$ cat config.mk
export PLATFORM = sky130hd
export DESIGN_NAME = node_tree_walker
export DESIGN_NICKNAME = d
export VERILOG_FILES = /design/src/rtl/user_tree_pkg.sv /design/src/rtl/tree_pkg.sv /design/src/rtl/node_stack.sv /design/src/rtl/node_tree_walker.sv
export SDC_FILE = /design/constraint.sdc
export NUM_CORES = 1
export LEC_CHECK = 0
export ABC_CLOCK_PERIOD_IN_PS = 6100
export CORE_MARGIN = 5
export CORE_UTILIZATION = 50
export CTS_CLUSTER_SIZE = 20
export DETAILED_ROUTE_END_ITERATION = 12
export PLACE_DENSITY = 0.71
export SKIP_CTS_REPAIR_TIMING = 1
export SLEW_MARGIN = 5
export SYNTH_ARGS = -nofsm -noshare
export SYNTH_HDL_FRONTEND = slang
export SYNTH_SLANG_ARGS = --single-unit
$ cat constraint.sdc
create_clock -name clk_i -period 6.1 [get_ports clk_i]
set_clock_uncertainty 0.15 [all_clocks]
set_input_delay 1.525 -clock clk_i [delete_from_list [all_inputs] [get_ports clk_i]]
set_output_delay 1.525 -clock clk_i [all_outputs]
set_load 0.02 [all_outputs]
$ cat src/rtl/user_tree_pkg.sv
// -----------------------------------------------------------------------------
// user_tree_pkg
// Tree content only: the parent/slot/id/child edge list the walker navigates and
// the per-node data record. tree_pkg turns this into the hardware tables.
// Root is node 0. The chain 0 -(02)-> 2 -(40)-> 10 -> 11 ... -> 17 is deeper
// than the walker's stack. Node 5 holds the same id in two slots, and some slots
// are left empty on purpose.
// -----------------------------------------------------------------------------
package user_tree_pkg;

   typedef struct packed {
      int parent;
      int slot;
      int id;
      int child;
   } dep_t;

   localparam int NUM_DEPS = 18;

   localparam dep_t dependencies [NUM_DEPS] = '{
      '{0, 0, 'h01, 1},
      '{0, 1, 'h02, 2},
      '{0, 2, 'h11, 5},
      '{0, 3, 'h22, 3},
      '{1, 0, 'h10, 4},
      '{5, 0, 'h31, 6},
      '{5, 1, 'h31, 7},
      '{3, 0, 'h05, 8},
      '{3, 2, 'h06, 9},
      '{8, 3, 'h07, 20},
      '{2, 0, 'h40, 10},
      '{10, 0, 'h40, 11},
      '{11, 0, 'h40, 12},
      '{12, 1, 'h40, 13},
      '{13, 0, 'h40, 14},
      '{14, 0, 'h40, 15},
      '{15, 3, 'h40, 16},
      '{16, 0, 'h40, 17}
   };

   // Record payload per node. An odd multiplier keeps every node's record distinct.
   function automatic logic [31:0] node_data(input int n);
      return 32'hA5C3_0000 ^ (32'(n) * 32'h0013_0107);
   endfunction

endpackage

$ cat src/rtl/tree_pkg.sv
// -----------------------------------------------------------------------------
// tree_pkg
// Shared types for the tree walker: the child-table entry, the table and ROM
// shapes, the error codes and the FSM states. It also holds the generator
// functions that expand user_tree_pkg::dependencies into per-slot table entries
// and ROM words.
// -----------------------------------------------------------------------------
package tree_pkg;

   localparam int TREE_ID_W         = 8;
   localparam int TREE_NODE_AW      = 6;
   localparam int TREE_MAX_CHILDREN = 4;
   localparam int TREE_MAX_DEPTH    = 8;
   localparam int TREE_DATA_W       = 32;
   localparam int TREE_NODES        = 2 ** TREE_NODE_AW;

   typedef struct packed {
      logic                    valid;
      logic [TREE_ID_W-1:0]    id;
      logic [TREE_NODE_AW-1:0] addr;
   } child_entry_t;

   typedef child_entry_t child_table_t [TREE_NODES][TREE_MAX_CHILDREN];
   typedef logic [TREE_DATA_W-1:0] node_rom_t [TREE_NODES];

   typedef enum logic [1:0] {
      ERR_OK        = 2'd0,
      ERR_NO_CHILD  = 2'd1,
      ERR_OVERFLOW  = 2'd2,
      ERR_UNDERFLOW = 2'd3
   } err_t;

   typedef enum logic [1:0] {
      S_IDLE   = 2'd0,
      S_SEARCH = 2'd1,
      S_READ   = 2'd2,
      S_OUT    = 2'd3
   } walker_state_t;

   // Child-table slot (node, slot). Slots that no edge names stay invalid.
   function automatic child_entry_t child_entry(input int node, input int slot);
      child_entry_t e;
      e = '0;
      for (int k = 0; k < user_tree_pkg::NUM_DEPS; k++) begin
         if (user_tree_pkg::dependencies[k].parent == node &&
             user_tree_pkg::dependencies[k].slot == slot) begin
            e.valid = 1'b1;
            e.id    = TREE_ID_W'(user_tree_pkg::dependencies[k].id);
            e.addr  = TREE_NODE_AW'(user_tree_pkg::dependencies[k].child);
         end
      end
      return e;
   endfunction

   function automatic logic [TREE_DATA_W-1:0] node_record(input int node);
      return TREE_DATA_W'(user_tree_pkg::node_data(node));
   endfunction

endpackage

$ cat src/rtl/node_stack.sv
// -----------------------------------------------------------------------------
// node_stack
// LIFO holding the parent addresses of the current walk.
// Ports: clk_i/reset_i (async active-low), clear_i (sync empty), push_i/pop_i,
//        push_data_i, top_o (most recent entry), level_o (entry count),
//        full_o, empty_o.
// The caller must not push while full or pop while empty. Assertions flag any
// such access.
// -----------------------------------------------------------------------------
module node_stack #(
   parameter int AW    = 6,
   parameter int DEPTH = 8,
   parameter int LW    = $clog2(DEPTH + 1)
) (
   input  logic          clk_i,
   input  logic          reset_i,
   input  logic          clear_i,
   input  logic          push_i,
   input  logic          pop_i,
   input  logic [AW-1:0] push_data_i,
   output logic [AW-1:0] top_o,
   output logic [LW-1:0] level_o,
   output logic          full_o,
   output logic          empty_o
);

   localparam int IW = $clog2(DEPTH);

   logic [AW-1:0] mem_q [DEPTH];
   logic [LW-1:0] sp_q;
   logic [LW-1:0] sp_m1;

   assign sp_m1   = sp_q - LW'(1);
   assign top_o   = mem_q[sp_m1[IW-1:0]];
   assign level_o = sp_q;
   assign full_o  = (sp_q == LW'(DEPTH));
   assign empty_o = (sp_q == '0);

   always_ff @(posedge clk_i or negedge reset_i) begin
      if (!reset_i) begin
         sp_q <= '0;
      end else if (clear_i) begin
         sp_q <= '0;
      end else if (push_i && !full_o) begin
         sp_q <= sp_q + LW'(1);
      end else if (pop_i && !empty_o) begin
         sp_q <= sp_m1;
      end
   end

   // Storage needs no reset: only entries below sp_q are ever read.
   always_ff @(posedge clk_i) begin
      if (push_i && !full_o && !clear_i) begin
         mem_q[sp_q[IW-1:0]] <= push_data_i;
      end
   end

   a_no_overflow:  assert property (@(posedge clk_i) disable iff (!reset_i) !(push_i && full_o));
   a_no_underflow: assert property (@(posedge clk_i) disable iff (!reset_i) !(pop_i && empty_o));
   a_one_op:       assert property (@(posedge clk_i) disable iff (!reset_i) !(push_i && pop_i));

endmodule

$ cat src/rtl/node_tree_walker.sv
// -----------------------------------------------------------------------------
// node_tree_walker
// Walks the constant tree from tree_pkg, one request at a time. A request is
// either a field id or a pop. Each request yields one node record and an error
// code.
// Ports: clk_i, reset_i (async active-low);
//        request side:  field_id_i, field_pop_i, field_id_valid, field_id_rdy;
//        restart_i: synchronous return to the root, abandoning any request;
//        result side:   node_valid, node_rdy, node_o, node_addr_o,
//                       node_depth_o, node_err_o.
// Latency: for a handshake at edge T, node_valid is high from edge T+3.
// -----------------------------------------------------------------------------
module node_tree_walker
   import tree_pkg::*;
#(
   parameter int ID_W         = TREE_ID_W,
   parameter int NODE_AW      = TREE_NODE_AW,
   parameter int MAX_CHILDREN = TREE_MAX_CHILDREN,
   parameter int MAX_DEPTH    = TREE_MAX_DEPTH,
   parameter int DATA_W       = TREE_DATA_W,
   parameter int DEPTH_W      = $clog2(MAX_DEPTH + 1)
) (
   input  logic               clk_i,
   input  logic               reset_i,
   input  logic [ID_W-1:0]    field_id_i,
   input  logic               field_pop_i,
   input  logic               field_id_valid,
   output logic               field_id_rdy,
   input  logic               restart_i,
   output logic               node_valid,
   input  logic               node_rdy,
   output logic [DATA_W-1:0]  node_o,
   output logic [NODE_AW-1:0] node_addr_o,
   output logic [DEPTH_W-1:0] node_depth_o,
   output logic [1:0]         node_err_o
);

   walker_state_t        state_q;
   logic                 rdy_q;
   logic                 read_phase_q;
   logic [ID_W-1:0]      id_q;
   logic                 pop_q;
   logic [NODE_AW-1:0]   cur_addr_q;
   err_t                 err_q;
   logic [TREE_DATA_W-1:0] rom_q;
   logic                 node_valid_q;
   logic [DATA_W-1:0]    node_q;
   logic [NODE_AW-1:0]   node_addr_q;
   logic [DEPTH_W-1:0]   node_depth_q;
   err_t                 node_err_q;

   child_table_t child_tab;
   node_rom_t    node_rom;

   for (genvar gi = 0; gi < TREE_NODES; gi++) begin : g_node
      assign node_rom[gi] = node_record(gi);
      for (genvar gj = 0; gj < TREE_MAX_CHILDREN; gj++) begin : g_slot
         assign child_tab[gi][gj] = child_entry(gi, gj);
      end
   end

   // Compare every slot in parallel. Build the priority chain from the top slot
   // down, so the lowest matching slot decides the result.
   logic [MAX_CHILDREN-1:0] slot_hit;
   logic [NODE_AW-1:0]      chain_addr [MAX_CHILDREN+1];
   logic                    hit;
   logic [NODE_AW-1:0]      hit_addr;

   assign chain_addr[MAX_CHILDREN] = '0;
   for (genvar gi = 0; gi < MAX_CHILDREN; gi++) begin : g_cmp
      assign slot_hit[gi]   = child_tab[cur_addr_q][gi].valid &&
                              (ID_W'(child_tab[cur_addr_q][gi].id) == id_q);
      assign chain_addr[gi] = slot_hit[gi] ? NODE_AW'(child_tab[cur_addr_q][gi].addr)
                                           : chain_addr[gi+1];
   end
   assign hit      = |slot_hit;
   assign hit_addr = chain_addr[0];

   // Stack control. A restart in the SEARCH cycle cancels the update.
   logic               in_search;
   logic               do_push;
   logic               do_pop;
   logic               stk_full;
   logic               stk_empty;
   logic [NODE_AW-1:0] stk_top;
   logic [DEPTH_W-1:0] stk_level;
   err_t               search_err;

   assign in_search = (state_q == S_SEARCH) && !restart_i;
   assign do_push   = in_search && !pop_q && hit && !stk_full;
   assign do_pop    = in_search && pop_q && !stk_empty;

   always_comb begin
      search_err = ERR_OK;
      if (pop_q) begin
         if (stk_empty) search_err = ERR_UNDERFLOW;
      end else if (!hit) begin
         search_err = ERR_NO_CHILD;
      end else if (stk_full) begin
         search_err = ERR_OVERFLOW;
      end
   end

   node_stack #(
      .AW    (NODE_AW),
      .DEPTH (MAX_DEPTH),
      .LW    (DEPTH_W)
   ) u_stack (
      .clk_i       (clk_i),
      .reset_i     (reset_i),
      .clear_i     (restart_i),
      .push_i      (do_push),
      .pop_i       (do_pop),
      .push_data_i (cur_addr_q),
      .top_o       (stk_top),
      .level_o     (stk_level),
      .full_o      (stk_full),
      .empty_o     (stk_empty)
   );

   // Block-ROM style registered read, addressed by the already-updated cur_addr.
   always_ff @(posedge clk_i) begin
      rom_q <= node_rom[cur_addr_q];
   end

   // READ lasts two cycles. The first covers the ROM read latency. The second
   // loads the output registers, so OUT begins three edges after the handshake.
   always_ff @(posedge clk_i or negedge reset_i) begin
      if (!reset_i) begin
         state_q      <= S_IDLE;
         rdy_q        <= 1'b0;
         read_phase_q <= 1'b0;
         id_q         <= '0;
         pop_q        <= 1'b0;
         cur_addr_q   <= '0;
         err_q        <= ERR_OK;
         node_valid_q <= 1'b0;
         node_q       <= '0;
         node_addr_q  <= '0;
         node_depth_q <= '0;
         node_err_q   <= ERR_OK;
      end else if (restart_i) begin
         state_q      <= S_IDLE;
         rdy_q        <= 1'b1;
         read_phase_q <= 1'b0;
         cur_addr_q   <= '0;
         node_valid_q <= 1'b0;
      end else begin
         unique case (state_q)
            S_IDLE: begin
               rdy_q <= 1'b1;
               if (field_id_valid && rdy_q) begin
                  id_q    <= field_id_i;
                  pop_q   <= field_pop_i;
                  rdy_q   <= 1'b0;
                  state_q <= S_SEARCH;
               end
            end
            S_SEARCH: begin
               if (do_push) begin
                  cur_addr_q <= hit_addr;
               end else if (do_pop) begin
                  cur_addr_q <= stk_top;
               end
               err_q   <= search_err;
               state_q <= S_READ;
            end
            S_READ: begin
               read_phase_q <= !read_phase_q;
               if (read_phase_q) begin
                  node_q       <= DATA_W'(rom_q);
                  node_addr_q  <= cur_addr_q;
                  node_depth_q <= stk_level;
                  node_err_q   <= err_q;
                  node_valid_q <= 1'b1;
                  state_q      <= S_OUT;
               end
            end
            S_OUT: begin
               if (node_rdy) begin
                  node_valid_q <= 1'b0;
                  rdy_q        <= 1'b1;
                  state_q      <= S_IDLE;
               end
            end
         endcase
      end
   end

   assign field_id_rdy = rdy_q && !restart_i;
   assign node_valid   = node_valid_q;
   assign node_o       = node_q;
   assign node_addr_o  = node_addr_q;
   assign node_depth_o = node_depth_q;
   assign node_err_o   = node_err_q;

endmodule

==> impl_metrics.csv <==
group,metric,value,unit
yosys,synth-seq-cells,139,
worst_setup_path,cp.required,5.98,ns
worst_setup_path,startpoint_type,"register",
die,rows,42,
placed_design,gp_congestion,0.992,
grt,first_global_vias,4843,
timing,drv_slew,0,
timing,period_share,80.2,%
yosys,yosys_warnings,0,
clock_network,cts_tree,"yes",
worst_setup_path,max_stage_delay,0.90,ns
timing,tns,0,ns
worst_setup_path,critical_path_class,"reg -> reg",
grt,grt_pass1_wl,26.4,mm
placed_design,placed_area,7400,um2
final_layout,synthToLayoutAreaGrowth,17.6,%
hold_path,hold_depth,1,
final_layout,n_antenna_cell,0,
yosys,synth_area_per_cell,11.4,um2
yosys,async_flop_share,46.8,%
detailed_routing,drc,0,
timing,max_clock_freq,204,MHz
detailed_routing,num_vias,5024,
timing,worst_slack,1.21,ns
worst_setup_path,rr_worst_depth,8,
placed_design,place_hpwl,10.8,mm
final_layout,drive_gt1_share,15.9,%
timing,grt_setup_unrepaired,"no",
die,die_area,16000,um2
clock_network,cts_root_buf,"clkbuf_16",
power,max-vdd-ir-drop,0.193,mV
yosys,synth_area,6770,um2
timing,slew-limit-headroom,25.0,%
detailed_routing,drt_iter0_markers,548,
detailed_routing,wire_per_inst,19.4,um
final_layout,fin_nets,666,
grt,grt_usage,20.7,%
placed_design,io_buffers,55,
clock_network,clk_latency,0.42,ns
timing,hold_viol,0,
grt,grt_overflow,0,
final_layout,fillCellCount,1074,
clock_network,cts_buffers,17,
yosys,yosys.area.top_type_share,24.0,%
yosys,synth.area.top_cells,"dfrtp_1 24%, edfxtp_1 21%, dfxtp_1 7.7%",
yosys,yosysSeqAreaShare,53.0,%
worst_setup_path,crit_buf_inv,1,
clock_network,clock_path_buffers,2,
worst_setup_path,cp_num_cells,8,
placed_design,place_ws,1.28,ns
worst_setup_path,cp_max_fo,20,
detailed_routing,via_per_inst,6.10,
grt,grt_max_degree,66,
detailed_routing,drtPass1Iterations,6,
grt,antenna_found_initial,0,
yosys,synth_area_leader_cell,"dfrtp_1",
timing,finalSetupViolCount,0,
run_status,status,"finished clean",
die,die_w,126,um
flow_run,max_cap_viol_count,0,
yosys,synth_edf_count,48,
worst_setup_path,cpMaxStageDelayCell,"nor4_1",
die,die_y,126,um
detailed_routing,wl,16.0,mm
yosys,synth_cell_type_count,73,
worst_setup_path,crit_family,"simple AND/OR/NAND/NOR gates",
final_layout,fin_area,7960,um2
worst_setup_path,path_cells,"inv_1 > ha_1 > or4b_1 > a21oi_1 > o21ai_1 > a2111oi_4 > o21ai_2 > nor4_1",
clock_network,clkSlewWorstSetupHoldPaths,0.06,ns
detailed_routing,ant_nets,0,
timing,worst_pin_slew,1.12,ns
hold_path,worstHoldPathType,"reg -> reg",
worst_setup_path,cp-end-kind,"register",
die,core-area,13200,um2
yosys,syn_inst,596,
clock_network,clkSinkCount,139,
timing,min_period,4.89,ns
power,p_total,2560,uW
die,initial_core_util,51.1,%
clock_network,cts.htree.levels,4,
power,p_leak,0.00315,uW
die,io_pins,60,
worst_setup_path,worstPathArrival,4.77,ns
yosys,synthFlopType,"dfrtp_1",
power,cellPowerDensity,322,nW/um2
==> synth_stat cells (2+ instances only) <==
| master | n |
|---|---|
| mux2i_1 | 13 |
| or2_2 | 2 |
| dfrtp_1 | 65 |
| buf_4 | 5 |
| nor2b_1 | 7 |
| nor3_1 | 16 |
| and2_1 | 2 |
| nand3_1 | 11 |
| a21boi_0 | 4 |
| nand4b_1 | 2 |
| a211oi_1 | 11 |
| nor4_1 | 6 |
| buf_1 | 9 |
| a311o_1 | 2 |
| mux4_2 | 13 |
| dfxtp_1 | 26 |
| nand4_1 | 7 |
| a221oi_1 | 3 |
| nor2_1 | 40 |
| xor2_1 | 2 |
| nand2_1 | 46 |
| o21ai_0 | 38 |
| o21ai_1 | 7 |
| o211ai_1 | 5 |
| a31oi_1 | 4 |
| xnor2_1 | 5 |
| and3_1 | 4 |
| a21oi_1 | 30 |
| mux2_2 | 41 |
| ha_1 | 18 |
| clkbuf_1 | 27 |
| a211o_1 | 3 |
| a21o_1 | 2 |
| buf_2 | 5 |
| nand2b_1 | 6 |
| a2111oi_0 | 2 |
| or4_1 | 2 |
| edfxtp_1 | 48 |
| a311oi_1 | 3 |
| inv_1 | 17 |
| or3_1 | 2 |
| o31ai_1 | 4 |
==> sequential cells by signal, summed over array words and instances (netlist names), 2 cells and up <==
signal           flops
cur_addr_q           6
err_q                2
id_q                 8
node_addr_o          6
node_depth_o         4
node_err_o           2
node_o              27
rom_q               26
state_q              2
u_stack.level_o      4
u_stack.mem_q       48
==> final timing paths <==
check / start / end / slack, ns
hold reg to reg: rom_q[4] / node_o[4] / 0.31
setup reg to reg: cur_addr_q[0] / u_stack.mem_q[2][1] / 1.21
hold / removal: rom_q[4] / node_o[4] / 0.31
min in group asynchronous: reset_i / node_o[25] / 1.15
max in group asynchronous: reset_i / pop_q / 4.12
setup / recovery: cur_addr_q[0] / u_stack.mem_q[2][1] / 1.21
==> layout make-up <==
cell class / instances / area [um2] / area share [%]
clock buffer: 25 / 497 / 6.24
inverter: 18 / 67.6 / 0.849
timing repair buffer: 63 / 606 / 7.61
tap: 176 / 220 / 2.77
sequential: 139 / 3590 / 45.1
clock inverter: 7 / 63.8 / 0.802
multi-input combinational: 395 / 2920 / 36.6
==> stage by stage <==
step	utilization, %	hold slack (ns)	std cells
after global routing	60.1	0.322	823
after detailed placement	55.9	0.300	791
after CTS	60.1	0.307	823
after global placement	55.9	0.296	791
after floorplan	-	0.290	599
final	60.1	0.305	823
==> placed cells by master, fill, tap and decap left out, drive strengths merged, types with 17 or more instances in the layout <==
master	instances
nor3	17
mux2	42
clkbuf	25
nand2	46
edfxtp	48
dfrtp	65
nor2	40
a21oi	31
dfxtp	26
o21ai	46
clkdlybuf4s50	54
inv	19
ha	18
==> kinds of logic (layout without fill, tap and decap cells) <==
group	count (synthesis)	after routing	share of synthesized area [%]
other	1	4	0.0554
buffers and inverters	65	113	4.08
adder cells (fa/ha/maj)	18	18	3.33
AND/OR/NAND/NOR	162	162	12.0
AO/OA/AOI/OAI	136	136	13.3
flip-flops	139	139	53.0
multiplexers	68	68	13.3
XOR/XNOR	7	7	0.906
==> layer usage <==
metal	vias up	track usage, %	wire, um
met3	36	4.79	1360
met1	2441	30.7	7100
met4	0	6.31	247
met2	278	30.4	7280
met5	-	0	0
li1	2269	-	-
==> power breakdown <==
part	leakage [uW]	total, uW	switching, uW	internal [uW]
clock	0.000280	966	362	604
combinational	0.00134	447	226	221
sequential	0.00153	1150	109	1040
total	0.00315	2560	696	1870
No activity file was read; power rests on OpenSTA's default activity.
